==> src/rtl/moore_multi_seq_det.sv <==
// rtl/moore_multi_seq_det.sv - Moore detector for NUM_PAT programmable serial patterns.
// Optional saturating match-event counter enabled by defining MOORE_SEQ_MATCH_CNT_EN.
module moore_multi_seq_det #(
  parameter int                           PAT_LEN     = 3,
  parameter int                           NUM_PAT     = 2,
  parameter logic [PAT_LEN*NUM_PAT-1:0]   PATTERNS    = 6'b110_101,
  parameter bit                           OVERLAP     = 1'b1,
  parameter int                           MATCH_CNT_W = 8
) (
  input  logic                   clk,
  input  logic                   rst,
  input  logic                   Data_in,
  input  logic                   Data_valid,
  output logic                   Data_out,
  output logic [NUM_PAT-1:0]     match_vec,
  output logic [MATCH_CNT_W-1:0] match_cnt
);

  localparam int                FILL_W   = $clog2(PAT_LEN + 1);
  localparam logic [FILL_W-1:0] FILL_MAX = FILL_W'(PAT_LEN);
  localparam logic [FILL_W-1:0] FILL_ARM = FILL_W'(PAT_LEN - 1);

  // Only the PAT_LEN-1 youngest bits are needed; the incoming bit completes the window.
  logic [PAT_LEN-2:0]             hist_q, hist_d;
  logic [NUM_PAT-1:0][FILL_W-1:0] fill_q, fill_d;
  logic [NUM_PAT-1:0]             match_vec_q, match_vec_d;
  logic [PAT_LEN-1:0]             window;
  logic [NUM_PAT-1:0]             hit_vec;

  assign window = {hist_q, Data_in};

  always_comb begin
    hit_vec = '0;
    for (int i = 0; i < NUM_PAT; i++) begin
      hit_vec[i] = (window == PATTERNS[i*PAT_LEN +: PAT_LEN]) && (fill_q[i] >= FILL_ARM);
    end
  end

  always_ff @(posedge clk) begin
    if (rst) begin
      hist_q      <= '0;
      fill_q      <= '0;
      match_vec_q <= '0;
    end else begin
      hist_q      <= hist_d;
      fill_q      <= fill_d;
      match_vec_q <= match_vec_d;
    end
  end

  always_comb begin
    hist_d      = hist_q;
    fill_d      = fill_q;
    match_vec_d = match_vec_q;
    if (Data_valid) begin
      hist_d      = window[PAT_LEN-2:0];
      match_vec_d = hit_vec;
      for (int i = 0; i < NUM_PAT; i++) begin
        if (hit_vec[i] && !OVERLAP) begin
          fill_d[i] = '0;
        end else if (fill_q[i] != FILL_MAX) begin
          fill_d[i] = fill_q[i] + FILL_W'(1);
        end
      end
    end
  end

  always_comb begin
    match_vec = match_vec_q;
    Data_out  = |match_vec_q;
  end

`ifdef MOORE_SEQ_MATCH_CNT_EN
  logic [MATCH_CNT_W-1:0] cnt_q, cnt_d;

  always_ff @(posedge clk) begin
    if (rst) begin
      cnt_q <= '0;
    end else begin
      cnt_q <= cnt_d;
    end
  end

  // One increment per matching bit, regardless of how many patterns hit on it.
  always_comb begin
    cnt_d = cnt_q;
    if (Data_valid && (|hit_vec) && (cnt_q != {MATCH_CNT_W{1'b1}})) begin
      cnt_d = cnt_q + MATCH_CNT_W'(1);
    end
  end

  assign match_cnt = cnt_q;
`else
  assign match_cnt = '0;
`endif

endmodule

==> config.mk <==
export PLATFORM = sky130hd
export DESIGN_NAME = moore_multi_seq_det
export DESIGN_NICKNAME = d
export VERILOG_FILES = /design/src/rtl/moore_multi_seq_det.sv
export SDC_FILE = /design/constraint.sdc
export NUM_CORES = 1
export LEC_CHECK = 0
export ABC_AREA = 1
export CAP_MARGIN = 20
export CORE_AREA = 2 2 39 41
export DETAILED_ROUTE_END_ITERATION = 12
export DIE_AREA = 0 0 41 43
export GPL_ROUTABILITY_DRIVEN = 0
export PLACE_DENSITY = 0.64
export SYNTH_ARGS = -nofsm -noshare
export SYNTH_HDL_FRONTEND = slang
export SYNTH_SLANG_ARGS = --single-unit
==> constraint.sdc <==
create_clock -name clk -period 1.4 [get_ports clk]
set_clock_uncertainty 0.05 [all_clocks]
set_input_delay 0.42 -clock clk [delete_from_list [all_inputs] [get_ports clk]]
set_output_delay 0.42 -clock clk [all_outputs]
set_load 0.03 [all_outputs]
# == Word-level counts from Yosys, hierarchy flattened ==
# Index checks and enable logic that the tools add are counted.
# totals
ff_bits,8
inputBits,4
# op_classes
addsub,2
n_lt_le_gt_ge,2
n_eq_ne,4
reduce_logical,5
# op_table
cell,n
3-bit equality test (second input constant),2
2-bit by 1-bit adder with 2-bit output (second input constant),2
2-bit greater-or-equal comparator (second input constant),2
2-bit != test (second input constant),2
2-bit AND reduction,2
1-bit logical AND,2
2-bit OR reduction,1

# == Depth between registers and ports, before layout ==
# Gate-level depths: netlist (run 1).
# depth
depth_word,2
ltp_mapped,6

# == Worst setup path after synthesis (run 1) ==
# OpenSTA, ideal clock, no wires.
# synth_timing
kind,reg2out
startpoint,"register match_vec_q[1], in the netlist match_vec[1]"
endpoint,output Data_out
t_arrival_ns,0.807
required_time_ns,0.930
path_slack_ns,0.123
path_stages_with_launch,2
cell_sequence,dfxtp_1 > or2_2
# synth_between
elab_chain_cells,1
# synth_rtl
item,line,text
"start, declared",26,"logic [NUM_PAT-1:0] match_vec_q, match_vec_d;"
"start signal, assigned",47,match_vec_q <= match_vec_d;
2-bit OR reduction,70,Data_out = |match_vec_q;
"end, declared",14,"output logic Data_out,"
# Every way passes these cells.

# == Final worst setup path (run 1) ==
# layout_timing
startpoint,"register match_vec_q[0], in the netlist match_vec[0]"
endpoint,output Data_out
# The elaborated chain is that of the path after synthesis.

==> tab_implementation.tex, run 1 <==
\begin{tabular}{lr}
\hline
Metric & Value \\
\hline
\multicolumn{2}{l}{\textbf{Worst setup path}} \\
Crit path arrival time & 0.93 ns \\
Cell family with most CP delay & flip-flops \\
Startpoint class of the critical path & register \\
Worst EP required & slightly above 0.9 ns \\
Count of buffering cells on the critical path with inverters included & 1 \\
Crit Path Class & reg2out \\
CP endpoint kind & output port \\
Max stage delay cell, worst path & dfxtp\_1 \\
Worst reg-to-reg setup slack & 0.38 ns \\
Ordered cell list for the critical path & or2\_4 > buf\_6 \\
Stage delay of the slowest cell on the critical path & just over 0.3 ns \\
Worst-path maximum fanout & 2 \\
\multicolumn{2}{l}{\textbf{Placed design}} \\
Pre-CTS WS & -0.226 ns \\
HPWL after detailed placement & 545 um \\
Number of placed cells counting well taps & 91 \\
PortBufs & 6 \\
\multicolumn{2}{l}{\textbf{Global route}} \\
Vias in the first global route & between 300 and 400 \\
Number of antenna violations at the first check in global routing & 0 \\
Global-route congestion overflow total & 0 \\
Total routing resource utilization after global routing & 10.1\% \\
Wire length of the first global-routing pass & 1170 um \\
Largest net degree at the start of global routing & 9 \\
\multicolumn{2}{l}{\textbf{Cells and area}} \\
Area used by multi-input combinational logic & 214 sq um \\
Total inserted antenna cells & 0 \\
Fraction of layout instances using a drive strength above 1 & 12.8\% \\
Sequential cell area in the final layout & about 160 sq um \\
Final core utilization & 39.7\% \\
Area added between synthesis and finish & 17.1\% \\
Final net count & 88 \\
Fin cells & 94 \\
Fill cell instance count of the final layout & 154 \\
\multicolumn{2}{l}{\textbf{CTS}} \\
Post-CTS Setup Inserts & 0 \\
TritonCTS Buffers & 3 \\
Skew-Pair Late Insertion Delay & around 0.25 ns \\
Clock root buffer & clkbuf\_4 \\
Clock tree from TritonCTS & built \\
Clock Path Buffers & 2 \\
Clock transition at the register clock pins on the worst setup and hold paths after CTS & about 0.050 ns \\
H-tree depth & 1 \\
CTS Sinks & 8 \\
\multicolumn{2}{l}{\textbf{Routing}} \\
Total wirelength of the detailed-routed design & 683 um \\
Post-detailed-route wirelength per cell & between 7 and 8 um \\
Total number of vias & 369 \\
Number of remaining DRC errors & 0 \\
Starting DRT DRC Count & 6 \\
Number of iterations in the first detailed-routing pass & 2 \\
Number of nets with antenna violations after detailed routing & 0 \\
Vias per inst & 3.93 \\
\multicolumn{2}{l}{\textbf{Synthesis}} \\
Post-synth EDFFs & 0 \\
Synthesized area divided by synthesized cell count & 6.80 sq um \\
Dominant cell type by area after synthesis & dfxtp\_1 \\
Most used DFF post-synth & dfxtp\_1 \\
Number of distinct library cells after synthesis & 11 \\
Top cells by area, synth & dfxtp\_1 (34\%), nand2\_1 (14\%), buf\_4 (13\%) \\
Post-synthesis register bit count & 8 \\
Count of mapped cells out of synthesis & 69 \\
Most numerous cell in the Yosys netlist & nand2\_1 \\
Share of async-settable or async-resettable flops after synthesis & 0\% \\
Yosys synthesis warning count & 0 \\
Top-area cell type share of the netlist area & between 30\% and 40\% \\
Proportion of synthesized chip area in sequential cells & 34.1\% \\
Top cell types by occurrence after synthesis & nand2\_1 (18), inv\_1 (16), a21oi\_1 (8), buf\_4 (8), dfxtp\_1 (8) \\
Netlist Area Pre-Place & between 400 and 500 sq um \\
\multicolumn{2}{l}{\textbf{Job}} \\
Maximum Capacitance Violations & 0 \\
\multicolumn{2}{l}{\textbf{Timing}} \\
Peak clock frequency supported by timing & 0.716 GHz \\
Number of hold violations in the final report & 0 \\
Max-slew violation count & 0 \\
Final worst path period share & 99.8\% \\
Post-route setup slack & 0.00267 ns \\
RSZ-0062 raised after global routing & yes \\
Final min period & 1.40 ns \\
Number of setup violations in the final report & 0 \\
\multicolumn{2}{l}{\textbf{Outcome}} \\
Run status & completed \\
\multicolumn{2}{l}{\textbf{Pwr}} \\
Internal Dissipation & 0.000361 W \\
Total power of the final layout & 0.000502 W \\
Part of the total power dissipated in sequential elements & 49.5\% \\
Areal power density over the cells & roughly 910 nW/um\^{}2 \\
Net Sw Frac & between 20\% and 30\% \\
Fraction of power consumed by the clock network & 33.8\% \\
Maximum vdd drop & $\sim$0.43 mV \\
Static Leak & 0.301 nW \\
Comb pwr share & 16.7\% \\
Reported net switching power & $\sim$0.00014 W \\
\multicolumn{2}{l}{\textbf{Die}} \\
Starting density of the core & 33.9\% \\
Floorplan die area & 1760 sq um \\
FP Rows & 14 \\
Die boundary width & roughly 41 um \\
Y dimension of the die & approximately 43 um \\
Number of top-level design ports & 15 \\
Core Footprint & around 1400 sq um \\
\multicolumn{2}{l}{\textbf{Min path}} \\
Class of the tightest hold or removal check & reg2reg \\
\hline
\end{tabular}
-- tightest hold or removal path: stages (launching register included) --
cell and delay [ns]:
dfxtp_1 0.31, nand2_1 0.06, a21oi_1 0.05
-- power groups by stage --
stage               clock (W)  sequential, W  combinational, W
finish               0.000170       0.000248         0.0000841
global route         0.000199       0.000250         0.0000951
CTS                  0.000182       0.000248         0.0000846
detailed placement          0       0.000253         0.0000840
global placement            0       0.000253         0.0000831
floorplan                   0       0.000251         0.0000844
-- kinds of logic (layout without fill, tap and decap cells) --
| logic type | count (synthesis) | in the layout | share of synthesized area, % |
|---|---|---|---|
| AO/OA/AOI/OAI | 8 | 8 | 8.53 |
| other | 1 | 8 | 0.799 |
| flip-flops | 8 | 8 | 34.1 |
| buffers and inverters | 25 | 27 | 26.4 |
| AND/OR/NAND/NOR | 23 | 23 | 19.5 |
| adder cells (fa/ha/maj) | 4 | 4 | 10.7 |
-- path summary, 6_finish.rpt --
kind,start,end,cells past startpoint
setup / recovery,match_vec[0]$_SDFFE_PP0P_,Data_out,2
hold / removal,hist_q[1]$_SDFFE_PP0P_,hist_q[1]$_SDFFE_PP0P_,2
setup reg to reg,fill_q[2]$_SDFFE_PP0P_,fill_q[3]$_SDFFE_PP0P_,5
hold reg to reg,hist_q[1]$_SDFFE_PP0P_,hist_q[1]$_SDFFE_PP0P_,2
-- per-stage QoR --
step	area [sq um]	TNS (ns)	hold slack, ns
2_1_floorplan	495	0	0.389
3_3_place_gp	522	-0.440	0.403
3_5_place_dp	522	-0.529	0.413
4_1_cts	549	-0.00619	0.421
5_1_grt	549	-0.0334	0.450
6_report	549	0	0.417
-- state kept, by name (all words and copies together) (netlist names) --
register / cells
fill_q: 4
match_vec: 2
hist_q: 2
-- layout make-up --
class	instances	share of cell area, %
clock buffers	3	4.10
multi-input cells	43	39.0
inverters	16	10.9
flip-flops and latches	8	29.4
well taps	16	3.64
repair buffers	8	13.0
-- routing by layer --
metal	up-vias	share of wire [%]	track usage [%]
met1	156	48	11.7
met4	0	0	8.00
met3	0	5.6	3.14
met5	-	0	0
met2	8	46	14.4
li1	205	-	-
-- cells in the final DEF, fill, tap and decap left out --
master,netlist,routed
ha_1,4,4
conb_1,1,8
dfxtp_2,0,1
nand3_1,2,2
nand2_1,18,18
nor2_1,2,2
buf_4,8,4
clkdlybuf4s50_1,0,3
or2_4,0,1
clkbuf_4,0,3
dfxtp_1,8,7
inv_1,16,16
a21oi_1,8,8
buf_6,0,1
-- repair_timing --
| action | in CTS | in global routing |
|---|---|---|
| hold buffers | 0 | 0 |
| resized for setup | 9 | 0 |
| pin swaps | 1 | 0 |
| setup endpoints to repair | 1 | 1 |
(Power assumes the default switching activity.)
==> run 2, diff against run 1 <==
--- a/config.mk
+++ b/config.mk
@@ -6,7 +6,6 @@
 export NUM_CORES = 1
 export LEC_CHECK = 0
 export ABC_AREA = 1
-export CAP_MARGIN = 20
 export CORE_AREA = 2 2 39 41
 export DETAILED_ROUTE_END_ITERATION = 12
 export DIE_AREA = 0 0 41 43
==> results of run 2 <==
No change in the layout: final DEF, timing and power equal those of run 1.
